[config.mk]
export PLATFORM = sky130hd
export DESIGN_NAME = ms_timer
export DESIGN_NICKNAME = d
export VERILOG_FILES = /design/src/rtl/ms_timer.sv
export SDC_FILE = /design/constraint.sdc
export NUM_CORES = 1
export LEC_CHECK = 0
export BUFFER_PORTS_ARGS = -buffer_cell sky130_fd_sc_hd__clkbuf_2
export CAP_MARGIN = 10
export CORE_ASPECT_RATIO = 0.75
export CORE_UTILIZATION = 35
export CTS_CLUSTER_DIAMETER = 40
export DETAILED_ROUTE_END_ITERATION = 16
export PLACE_DENSITY = 0.59
export RECOVER_POWER = 25
export SETUP_SLACK_MARGIN = 0.5
export SYNTH_ARGS = -nofsm -noshare
export SYNTH_HDL_FRONTEND = slang
export SYNTH_SLANG_ARGS = --single-unit
export TNS_END_PERCENT = 100
[constraint.sdc]
create_clock -name clk -period 3.1 [get_ports clk]
set_clock_uncertainty 0.15 [all_clocks]
set_input_delay 0.31 -clock clk [delete_from_list [all_inputs] [get_ports clk]]
set_output_delay 0.31 -clock clk [all_outputs]
set_load 0.01 [all_outputs]
[src/rtl/ms_timer.sv]
// Millisecond up/down counter driven by a clock-cycle prescaler.
// The count saturates at 0 and MAX_MS, with a sticky overflow flag for up-counts attempted at MAX_MS.
module ms_timer #(
  parameter int CLK_FREQ_HZ = 50_000_000,
  parameter int MAX_MS      = 2047,
  localparam int W          = $clog2(MAX_MS + 1)
) (
  input  logic         clk,
  input  logic         rst_n,
  input  logic         clear,
  input  logic         up,
  input  logic         enable,
  input  logic         load,
  input  logic [W-1:0] load_value,
  output logic [W-1:0] timer_value,
  output logic         ms_tick,
  output logic         at_zero,
  output logic         at_max,
  output logic         overflow
);

  localparam int PRESC = CLK_FREQ_HZ / 1000;
  localparam int PW    = (PRESC > 1) ? $clog2(PRESC) : 1;
  localparam logic [PW-1:0] PRESC_LAST = PW'(PRESC - 1);
  localparam logic [W-1:0]  MAX_V      = W'(MAX_MS);

  logic [PW-1:0] presc_reg, presc_next;
  logic [W-1:0]  cnt_reg, cnt_next;
  logic          tick_reg, tick_next;
  logic          ovf_reg, ovf_next;

  always_comb begin
    presc_next = presc_reg;
    cnt_next   = cnt_reg;
    ovf_next   = ovf_reg;
    tick_next  = 1'b0;
    if (clear) begin
      presc_next = '0;
      cnt_next   = '0;
      ovf_next   = 1'b0;
    end else if (load) begin
      presc_next = '0;
      cnt_next   = (load_value > MAX_V) ? MAX_V : load_value;
      ovf_next   = 1'b0;
    end else if (enable) begin
      if (presc_reg == PRESC_LAST) begin
        presc_next = '0;
        tick_next  = 1'b1;
        if (up) begin
          // Saturate at the ceiling and remember that an up-count was lost.
          if (cnt_reg == MAX_V) ovf_next = 1'b1;
          else                  cnt_next = cnt_reg + W'(1);
        end else if (cnt_reg != '0) begin
          cnt_next = cnt_reg - W'(1);
        end
      end else begin
        presc_next = presc_reg + PW'(1);
      end
    end
  end

  always_ff @(posedge clk or negedge rst_n) begin
    if (!rst_n) begin
      presc_reg <= '0;
      cnt_reg   <= '0;
      tick_reg  <= 1'b0;
      ovf_reg   <= 1'b0;
    end else begin
      presc_reg <= presc_next;
      cnt_reg   <= cnt_next;
      tick_reg  <= tick_next;
      ovf_reg   <= ovf_next;
    end
  end

  assign timer_value = cnt_reg;
  assign ms_tick     = tick_reg;
  assign overflow    = ovf_reg;
  assign at_zero     = (cnt_reg == '0);
  assign at_max      = (cnt_reg == MAX_V);

endmodule

==> results of run 1 <==
-- layout make-up --
cell class | instances | area share [%]
multi-input combinational | 177 | 52.8
sequential | 29 | 31.5
timing repair buffer | 34 | 7.22
tap | 75 | 4.07
inverter | 4 | 0.651
clock buffer | 7 | 3.75
-- what timing repair did --
item,4_1_cts,5_1_grt
hold buffers,1,0
endpoints found under the hold margin,29,0
setup endpoints to repair,0,3
resized for setup,0,3
-- worst register-to-register path: stages (launching register included) --
cell,delay [ns]
dfrtp_1,0.47
fa_1,0.48
a211oi_1,0.33
o21bai_1,0.21
a2111oi_2,0.42
nor3_1,0.12
xnor2_1,0.14
o21ai_0,0.17
-- power by group --
group	switching, mW	internal (mW)	total [mW]	leakage (nW)
Combinational	0.134	0.0961	0.230	0.562
Sequential	0.0272	0.394	0.421	0.395
Clock	0.141	0.176	0.317	0.0443
-- kinds of logic (layout without fill, tap and decap cells) --
group | Yosys count | in the layout | synth area share [%]
XOR/XNOR | 17 | 17 | 7.53
buffers and inverters | 9 | 45 | 2.09
flip-flops | 29 | 29 | 36.7
AND/OR/NAND/NOR | 93 | 93 | 25.9
multiplexers | 5 | 5 | 2.59
adder cells (fa/ha/maj) | 11 | 11 | 7.34
AO/OA/AOI/OAI | 51 | 51 | 17.8
-- layout by cell type (no fill, tap or decap), types with 2 or more instances in the layout --
| master | count |
|---|---|
| dfrtp_1 | 29 |
| nor2_1 | 27 |
| clkbuf_2 | 20 |
| nand2_1 | 18 |
| o21ai_0 | 12 |
| a21oi_1 | 12 |
| clkbuf_1 | 12 |
| ha_1 | 10 |
| nand3_1 | 9 |
| nor3_1 | 9 |
| xnor2_1 | 9 |
| xor2_1 | 8 |
| nand4_1 | 7 |
| clkbuf_8 | 6 |
| nor4_1 | 5 |
| a211oi_1 | 5 |
| o31ai_2 | 5 |
| inv_1 | 4 |
| mux2i_1 | 4 |
| nand3b_1 | 2 |
| a21o_1 | 2 |
| and3_1 | 2 |
| nor2b_1 | 2 |
| o21bai_1 | 2 |
| a22oi_1 | 2 |
| buf_4 | 2 |
-- metrics by stage --
stage | setup slack (ns) | util (%) | hold WS [ns] | instances
global placement | 0.485 | 41.2 | 0.273 | 318
global route | 0.386 | 42.8 | 0.117 | 326
floorplan | 0.729 | - | -0.136 | 215
CTS | 0.526 | 42.9 | 0.0965 | 326
detailed placement | 0.414 | 41.2 | 0.268 | 318
finish | 0.528 | 42.8 | 0.102 | 326
-- worst max path at each step --
| stage | start | slack (ns) | end |
|---|---|---|---|
| 5_1_grt | timer_value[0]$_DFFE_PN0P_ | 0.39 | timer_value[8]$_DFFE_PN0P_ |
| 6_report | timer_value[0]$_DFFE_PN0P_ | 0.53 | timer_value[8]$_DFFE_PN0P_ |
| 4_1_cts | timer_value[0]$_DFFE_PN0P_ | 0.53 | timer_value[8]$_DFFE_PN0P_ |
| 3_5_place_dp | up | 0.41 | timer_value[8]$_DFFE_PN0P_ |
| 2_1_floorplan | up | 0.73 | timer_value[8]$_DFFE_PN0P_ |
| 3_3_place_gp | up | 0.49 | timer_value[8]$_DFFE_PN0P_ |
-- per-layer routing --
| layer | part of all wire, % | track usage (%) | wire [µm] | vias up |
|---|---|---|---|---|
| li1 | - | - | - | 872 |
| met1 | 55 | 28.8 | 2650 | 797 |
| met2 | 39 | 21.9 | 1870 | 50 |
| met3 | 4.5 | 3.47 | 217 | 5 |
| met4 | 0.96 | 6.05 | 46 | 0 |
| met5 | 0 | 0 | 0 | - |
==> flow_metrics.env, run 1 <==
export IMPL_cts_tree="yes"
export IMPL_clkTransAtPathRegs_ns=0.07
export IMPL_grt_remaining_overflow=0
export IMPL_cp_num_cells=7
export IMPL_synth_nets=243
export IMPL_cts_sinks=29
export IMPL_rrSetupSlack_ns=0.53
export IMPL_r2r_start="timer_value[0]$_DFFE_PN0P_"
export IMPL_grt_pass1_vias=1533
export IMPL_synth_edff_count=0
export IMPL_setup_tns_ns=0
export IMPL_cp_top_family="compound AO/OA/AOI/OAI gates"
export IMPL_end_kind="flip-flop"
export IMPL_powerDensity_nw_per_um2=420
export IMPL_hold_path_end="timer_value[7]$_DFFE_PN0P_"
export IMPL_cp_num_buf_inv=0
export IMPL_vias=1724
export IMPL_netlist_top_cells_count="29 x dfrtp_1, 27 x nor2_1, 18 x nand2_1, 12 x a21oi_1, 12 x o21ai_0"
export IMPL_r2r_cells=7
export IMPL_final_fill_count=551
export IMPL_drv_slew=30
export IMPL_hold_viol_final=0
export IMPL_num_rows=23
export IMPL_core_area_um2=5380
export IMPL_netlist_area_um2=1980
export IMPL_holdCritPathClass="in -> reg"
export IMPL_postCtsSetupBuffers=0
export IMPL_status="complete, but fails checks"
export IMPL_yosys_area_top_type="dfrtp_1"
export IMPL_via_per_inst=5.29
export IMPL_worst_path_largest_cell_delay_ns=0.48
export IMPL_post_route_min_period_ns=2.57
export IMPL_insertion_delay_ns=0.29
export IMPL_layout_drive_gt1_share_pct=16.7
export IMPL_grt_pass1_wl_mm=7.84
export IMPL_drv_cap=1
export IMPL_die_area_um2=5960
export IMPL_finalWirelength_mm=4.78
export IMPL_violations="max-capacitance violations, max-slew violations"
export IMPL_setup_violations=0
export IMPL_p_leak_nw=1.00
export IMPL_seq_area_frac_synth_pct=36.7
export IMPL_tightest_slew_ns=1.58
export IMPL_cpMaxStageDelayCell="fa_1"
export IMPL_p_total_mw=0.968
export IMPL_ant_nets=0
export IMPL_placed_cell_area_um2=2210
export IMPL_worstPathCellList="fa_1, a211oi_1, o21bai_1, a2111oi_2, nor3_1, xnor2_1, o21ai_0"
export IMPL_numCtsBuffers=5
export IMPL_yosysWarningCount=0
export IMPL_crit_type="reg -> reg"
export IMPL_grtUsageTotal_pct=17.7
export IMPL_antenna_found_initial=0
export IMPL_ys_flop_type="dfrtp_1"
export IMPL_postLayoutCellArea_um2=2300
export IMPL_synth_seq_cells=29
export IMPL_first_pass_iters=4
export IMPL_initial_core_util_pct=36.7
export IMPL_maxSlewHeadroom_pct=-5.31
export IMPL_multi_input_area_um2=1220
export IMPL_whs_path_depth=3
export IMPL_rsz0062_at_grt="true"
export IMPL_arrival_ns=2.62
export IMPL_nNetsFinal=279
export IMPL_startpoint_type="flip-flop"
export IMPL_drt_initial_drc_count=181
export IMPL_drcViolationCount=0
export IMPL_die_y_um=67.1
export IMPL_htreeDepth=2
export IMPL_cp_required_ns=3.15
export IMPL_reg2reg_to="timer_value[8]$_DFFE_PN0P_"
export IMPL_area_growth_syn_to_layout_pct=16.6
export IMPL_ir_worst_vdd_mv=0.154
export IMPL_async_reset_ff_share_pct=100
export IMPL_finalCritPeriodShare_pct=83.0
export IMPL_syn_inst=215
export IMPL_worstHoldStart="load_value[7]"
export IMPL_root_buffer="clkbuf_8"
export IMPL_grt_max_degree=30
export IMPL_syn_avg_cell_area_um2=9.19
export IMPL_io_buffers=31
export IMPL_hpwlAfterDp_mm=3.53
export IMPL_die_w_um=88.8
export IMPL_critPathMaxFanout=7
export IMPL_antenna_cells=0
export IMPL_clockBufferDepth=2
export IMPL_ys_types=48
export IMPL_synth_area_top_cells="dfrtp_1 37%, ha_1 6.3%, nor2_1 5.1%"
export IMPL_synth_top_area_share_pct=36.7
export IMPL_synth_most_common_cell="dfrtp_1"
export IMPL_gp_congestion=0.864
export IMPL_wl_per_cell_um=14.7
export IMPL_max_freq_mhz=389
export IMPL_largest_reg_flops=16
export IMPL_io_pins=32
export IMPL_final_seq_area_um2=726
No activity file was read; power rests on OpenSTA's default activity.
==> run 2, diff against run 1 <==
--- a/config.mk
+++ b/config.mk
@@ -5,13 +5,14 @@
 export SDC_FILE = /design/constraint.sdc
 export NUM_CORES = 1
 export LEC_CHECK = 0
+export ABC_AREA = 1
 export BUFFER_PORTS_ARGS = -buffer_cell sky130_fd_sc_hd__clkbuf_2
 export CAP_MARGIN = 10
 export CORE_ASPECT_RATIO = 0.75
 export CORE_UTILIZATION = 35
 export CTS_CLUSTER_DIAMETER = 40
 export DETAILED_ROUTE_END_ITERATION = 16
-export PLACE_DENSITY = 0.59
+export PLACE_DENSITY = 0.6
 export RECOVER_POWER = 25
 export SETUP_SLACK_MARGIN = 0.5
 export SYNTH_ARGS = -nofsm -noshare
==> constraint.sdc (replaced) <==
create_clock -name clk -period 2.14 [get_ports clk]
set_clock_uncertainty 0.15 [all_clocks]
set_input_delay 0.214 -clock clk [delete_from_list [all_inputs] [get_ports clk]]
set_output_delay 0.214 -clock clk [all_outputs]
set_load 0.01 [all_outputs]
==> flow_metrics.env, run 2 <==
export IMPL_finalCritPeriodShare_pct=83.6
export IMPL_drv_slew=0
export IMPL_grtUsageTotal_pct=19.2
export IMPL_gp_congestion=0.839
export IMPL_root_buffer="clkbuf_8"
export IMPL_synth_nets=342
export IMPL_drcViolationCount=0
export IMPL_pwr_share_comb_pct=36.2
export IMPL_netlist_top_cells_count="93 x nand2_1, 51 x nor2_1, 35 x inv_1, 29 x dfrtp_1, 16 x nand3_1"
export IMPL_netlist_area_um2=2130
export IMPL_htreeDepth=2
export IMPL_grt_remaining_overflow=0
export IMPL_clockBufferDepth=2
export IMPL_synth_top_area_share_pct=34.1
export IMPL_syn_avg_cell_area_um2=6.78
export IMPL_final_cell_mix="78 x nand2_1, 44 x nor2_1, 32 x inv_1"
export IMPL_worst_path_largest_cell_delay_ns=0.46
export IMPL_largest_reg_flops=16
export IMPL_clkTransAtPathRegs_ns=0.07
export IMPL_first_pass_iters=4
export IMPL_layout_drive_gt1_share_pct=31.9
export IMPL_numCtsBuffers=5
export IMPL_cp_required_ns=2.16
export IMPL_setup_violations=0
export IMPL_grt_max_degree=30
export IMPL_holdCritPathClass="in -> reg"
export IMPL_via_per_inst=5.04
export IMPL_p_leak_nw=1.38
export IMPL_cpMaxStageDelayCell="dfrtp_1"
export IMPL_cp_num_buf_inv=0
export IMPL_status="completed"
export IMPL_async_reset_ff_share_pct=100
export IMPL_ir_worst_vdd_mv=0.322
export IMPL_core_area_um2=5830
export IMPL_rsz0062_at_grt="true"
export IMPL_swShare_pct=36.0
export IMPL_area_growth_syn_to_layout_pct=37.8
export IMPL_worstPathCellList="fa_2, nand2_2, nand2_2, nand3b_1, nand2_2, nand2_2, nand2_1, nand2_1, nand3_1, nand2_1, nand2_1"
export IMPL_syn_inst=314
export IMPL_io_pins=32
export IMPL_fin_util_pct=50.4
export IMPL_grt_pass1_wl_mm=9.52
export IMPL_maxSlewHeadroom_pct=49.9
export IMPL_antenna_cells=0
export IMPL_clkPwrFrac_pct=24.9
export IMPL_crit_type="reg -> reg"
export IMPL_cts_tree="yes"
export IMPL_die_area_um2=6400
export IMPL_initial_core_util_pct=36.6
export IMPL_die_w_um=92.1
export IMPL_p_sw_mw=0.607
export IMPL_antenna_found_initial=0
export IMPL_max_freq_mhz=559
export IMPL_hold_viol_final=0
export IMPL_powerDensity_nw_per_um2=574
export IMPL_hpwlAfterDp_mm=4.33
export IMPL_synth_most_common_cell="nand2_1"
export IMPL_power_internal_mw=1.08
export IMPL_num_rows=24
export IMPL_tightest_slew_ns=0.752
export IMPL_vias=2271
export IMPL_grt_pass1_vias=1947
export IMPL_nNetsFinal=401
export IMPL_synth_seq_cells=29
export IMPL_final_common_cell="nand2_1"
export IMPL_insertion_delay_ns=0.28
export IMPL_synth_edff_count=0
export IMPL_drv_cap=0
export IMPL_yosys_area_top_type="dfrtp_1"
export IMPL_finalWirelength_mm=6.16
export IMPL_wl_per_cell_um=13.6
export IMPL_end_kind="flip-flop"
export IMPL_cts_sinks=29
export IMPL_ys_types=42
export IMPL_die_y_um=69.6
export IMPL_seq_area_frac_synth_pct=34.1
export IMPL_post_route_min_period_ns=1.79
export IMPL_final_fill_count=586
export IMPL_drt_initial_drc_count=188
export IMPL_synth_area_top_cells="dfrtp_1 34%, nand2_1 16%, nor2_1 9.0%"
export IMPL_startpoint_type="flip-flop"
export IMPL_setup_tns_ns=0
export IMPL_critPathMaxFanout=5
export IMPL_arrival_ns=1.81
export IMPL_cp_top_family="simple AND/OR/NAND/NOR gates"
export IMPL_yosysWarningCount=0
export IMPL_io_buffers=31
export IMPL_ant_nets=0
export IMPL_seqPwrFrac_pct=38.9
export IMPL_ys_flop_type="dfrtp_1"
run 2: cell types whose count changed after synthesis, moves of 4 or more:
| cell | previous run | this run |
|---|---|---|
| inv_1 | 4 | 35 |
| o22ai_1 | 1 | 6 |
| a211oi_1 | 5 | 1 |
| nand2_1 | 18 | 93 |
| xor2_1 | 8 | 1 |
| nand3_1 | 9 | 16 |
| xnor2_1 | 9 | 1 |
| nor3_1 | 9 | 1 |
| o31ai_2 | 5 | 0 |
| nor2_1 | 27 | 51 |
run 2: per-layer routing:
layer  routed length (µm)  global-route usage [%]  vias to the layer above
met3                  312                    3.18                        6
met1                 3100                    29.9                     1062
met2                 2670                    26.8                       63
met4                   70                    5.73                        0
li1                     -                       -                     1140
met5                    0                       0                        -
run 2: power by group through the flow:
| stage | registers (mW) | clock network, mW | logic (mW) |
|---|---|---|---|
| floorplan | 0.657 | 0 | 0.314 |
| global placement | 0.654 | 0 | 0.470 |
| detailed placement | 0.654 | 0 | 0.469 |
| CTS | 0.649 | 0.432 | 0.520 |
| global route | 0.660 | 0.460 | 0.678 |
| finish | 0.656 | 0.419 | 0.610 |
run 2: logic make-up (layout without fill, tap and decap cells):
logic type / Yosys count / after routing / synth area share, %
AOI/OAI and AO/OA: 42 / 42 / 11.4
xor gates and xnor gates: 2 / 2 / 0.823
and+or+nand+nor: 190 / 190 / 39.5
DFF: 29 / 29 / 34.1
muxes: 1 / 1 / 0.470
adders and majority gates: 11 / 11 / 6.82
buffers and inverters: 39 / 98 / 6.93
run 2: repair_timing:
item / in CTS / in global routing
pin swaps: 10 / 13
gates resized for setup: 19 / 50
cloned: 0 / 0
setup endpoints to repair: 20 / 26
buffers inserted: 7 / 11
hold endpoints to repair: 29 / 0
hold buffers: 1 / 0
run 2: stage by stage:
step	hold slack [ns]	setup slack [ns]	instances	total power, mW	instance area (µm²)
final	0.0858	0.351	451	1.69	2930
after global routing	0.0919	0.241	451	1.80	2930
after CTS	0.0828	0.354	440	1.60	2660
after detailed placement	0.169	0.0231	425	1.12	2440
after global placement	0.165	0.0451	425	1.12	2440
after floorplan	-0.232	0.446	314	0.972	2170
run 2: layout make-up:
| class | instances | area, µm² | area share [%] |
|---|---|---|---|
| multi-input combinational | 246 | 1520 | 51.9 |
| sequential | 29 | 731 | 24.9 |
| timing repair buffer | 54 | 359 | 12.2 |
| inverter | 37 | 145 | 4.95 |
| tap | 78 | 97.6 | 3.33 |
| clock buffer | 6 | 72.6 | 2.47 |
| clock inverter | 1 | 5.00 | 0.171 |
run 2: path summary, 6_finish.rpt:
path,slack (ns),depth (start not counted),endpoint,startpoint
max,0.35,11,timer_value[10]$_DFFE_PN0P_,timer_value[1]$_DFFE_PN0P_
min,0.09,3,timer_value[2]$_DFFE_PN0P_,load_value[2]
max reg2reg,0.35,11,timer_value[10]$_DFFE_PN0P_,timer_value[1]$_DFFE_PN0P_
min reg2reg,0.39,2,presc_reg[15]$_DFFE_PN0N_,presc_reg[15]$_DFFE_PN0N_
max in group asynchronous,0.92,2,presc_reg[2]$_DFFE_PN0N_,rst_n
min in group asynchronous,0.38,2,overflow$_DFFE_PN0P_,rst_n
run 2: worst min-delay path: stages:
cell and delay, ns:
clkbuf_2 0.08, o21ai_0 0.06, o22ai_1 0.12
==> run 3, diff against run 2 <==
==> constraint.sdc (replaced) <==
create_clock -name clk -period 1.5 [get_ports clk]
set_clock_uncertainty 0.15 [all_clocks]
set_input_delay 0.15 -clock clk [delete_from_list [all_inputs] [get_ports clk]]
set_output_delay 0.15 -clock clk [all_outputs]
set_load 0.01 [all_outputs]
==> flow_metrics.env, run 3 (synthesis results as in run 2) <==
export IMPL_status="complete, but fails checks"
export IMPL_violations="negative setup slack"
export IMPL_drv_slew=0
export IMPL_maxSlewHeadroom_pct=48.1
export IMPL_layout_drive_gt1_share_pct=51.8
export IMPL_finalWirelength_mm=7.10
export IMPL_drv_cap=0
export IMPL_p_leak_nw=1.87
export IMPL_clockBufferDepth=2
export IMPL_io_pins=32
export IMPL_via_per_inst=4.87
export IMPL_root_buffer="clkbuf_8"
export IMPL_final_fill_count=480
export IMPL_drcViolationCount=0
export IMPL_die_area_um2=6400
export IMPL_initial_core_util_pct=36.6
export IMPL_wl_met1_mm=3.43
export IMPL_final_common_cell="nand2_1"
export IMPL_io_buffers=31
export IMPL_nNetsFinal=468
export IMPL_vias=2523
export IMPL_crit_type="reg -> out"
export IMPL_wl_per_cell_um=13.7
export IMPL_die_w_um=92.1
export IMPL_grt_pass1_wl_mm=11.4
export IMPL_wl_met2_mm=3.21
export IMPL_rsz0062_at_grt="true"
export IMPL_largest_reg_flops=16
export IMPL_area_growth_syn_to_layout_pct=77.5
export IMPL_htreeDepth=2
export IMPL_antenna_cells=0
export IMPL_p_total_mw=2.82
export IMPL_grt_max_degree=30
export IMPL_dr_max_layer_used="met4"
export IMPL_cts_sinks=29
export IMPL_multi_input_area_um2=1680
export IMPL_max_freq_mhz=557
export IMPL_num_rows=24
export IMPL_final_cell_mix="70 x nand2_1, 56 x buf_4, 36 x buf_6"
export IMPL_grt_remaining_overflow=0
export IMPL_startpoint_type="flip-flop"
export IMPL_arrival_ns=1.50
export IMPL_ir_worst_vdd_mv=0.465
export IMPL_clkTransAtPathRegs_ns=0.06
export IMPL_gp_congestion=0.841
export IMPL_antenna_found_initial=0
export IMPL_pre_cts_ws_ns=-0.426
export IMPL_end_kind="primary output"
export IMPL_critPathMaxFanout=5
export IMPL_first_pass_iters=4
export IMPL_grt_pass1_vias=2362
export IMPL_final_seq_area_um2=734
export IMPL_hpwlAfterDp_mm=4.91
export IMPL_tightest_slew_ns=0.779
export IMPL_die_y_um=69.6
export IMPL_setup_slack_ns=-0.297
export IMPL_ant_nets=0
export IMPL_numCtsBuffers=5
export IMPL_insertion_delay_ns=0.27
export IMPL_finalCritPeriodShare_pct=120
export IMPL_holdCritPathClass="in -> reg"
export IMPL_grtUsageTotal_pct=22.5
export IMPL_post_route_min_period_ns=1.80
export IMPL_setup_violations=30
export IMPL_drt_initial_drc_count=138
export IMPL_core_area_um2=5830
export IMPL_hold_viol_final=0
export IMPL_cp_required_ns=1.20
export IMPL_dr_wl_met3_um=416
export IMPL_setup_tns_ns=-4.60
export IMPL_cts_tree="yes"
export IMPL_powerDensity_nw_per_um2=747
==> run 3: cell count changes in the layout (fill, tap and decap cells not counted), moves of 5 or more <==
cell      before  now
clkbuf_2      25   20
nor2_1        44   35
nor2_4         6   11
nand2_2       14   19
nand2_1       78   70
buf_4         17   56
o21ai_0        9    4
buf_6          5   36
inv_1         32   26
inv_2          3    9
==> run 3: path summary, 6_finish.rpt <==
path / from / endpoint / slack (ns) / cells after the start
max in group asynchronous: rst_n / presc_reg[2]$_DFFE_PN0N_ / 0.24 / 3
min reg2reg: timer_value[6]$_DFFE_PN0P_ / timer_value[6]$_DFFE_PN0P_ / 0.42 / 2
max reg2reg: timer_value[2]$_DFFE_PN0P_ / timer_value[9]$_DFFE_PN0P_ / -0.29 / 11
min in group asynchronous: rst_n / presc_reg[12]$_DFFE_PN0N_ / 0.42 / 3
min: load_value[2] / timer_value[2]$_DFFE_PN0P_ / 0.03 / 3
max: timer_value[0]$_DFFE_PN0P_ / at_zero / -0.30 / 6
==> run 3: area by class of cell <==
type | count | area share [%]
Inverter | 37 | 3.84
Tap cell | 78 | 2.58
Sequential cell | 29 | 19.4
Clock buffer | 7 | 2.28
Timing Repair Buffer | 121 | 27.5
Multi-Input combinational cell | 246 | 44.3
==> run 3: power breakdown <==
part	total [mW]	internal (mW)	switching (mW)	leakage [nW]
clock network	0.664	0.364	0.300	0.0443
registers	0.916	0.842	0.0739	0.382
logic	1.24	0.643	0.601	1.44
==> run 3: what timing repair did <==
item                                   CTS  global route
setup buffers                           14            11
pin swaps                               50            26
endpoints found under the hold margin   29             0
hold buffers                             1             0
setup endpoints to repair               44            44
resized for setup                       71            75
==> run 3: worst max-delay path, cell delays in order, from the launching register on <==
cell      delay [ns]
dfrtp_2         0.41
buf_6           0.13
inv_2           0.06
nand2_2         0.07
buf_4           0.14
nor4_4          0.24
clkbuf_2        0.17
==> run 3: through the flow <==
stage / hold slack, ns / instance area, µm² / cells / utilization, %
after detailed placement: 0.0413 / 2970 / 485 / 51.0
final: 0.0256 / 3780 / 518 / 64.9
after global placement: 0.0405 / 2970 / 485 / 51.0
after CTS: 0.0258 / 3430 / 507 / 58.9
after global routing: 0.0465 / 3780 / 518 / 64.9
after floorplan: -0.296 / 2220 / 314 / -
==> run 3: per-layer routing <==
layer | global-route usage, % | vias to the layer above
met1 | 33.5 | 1167
li1 | - | 1279
met3 | 4.28 | 4
met4 | 5.90 | 0
met2 | 33.1 | 73
met5 | 0 | -
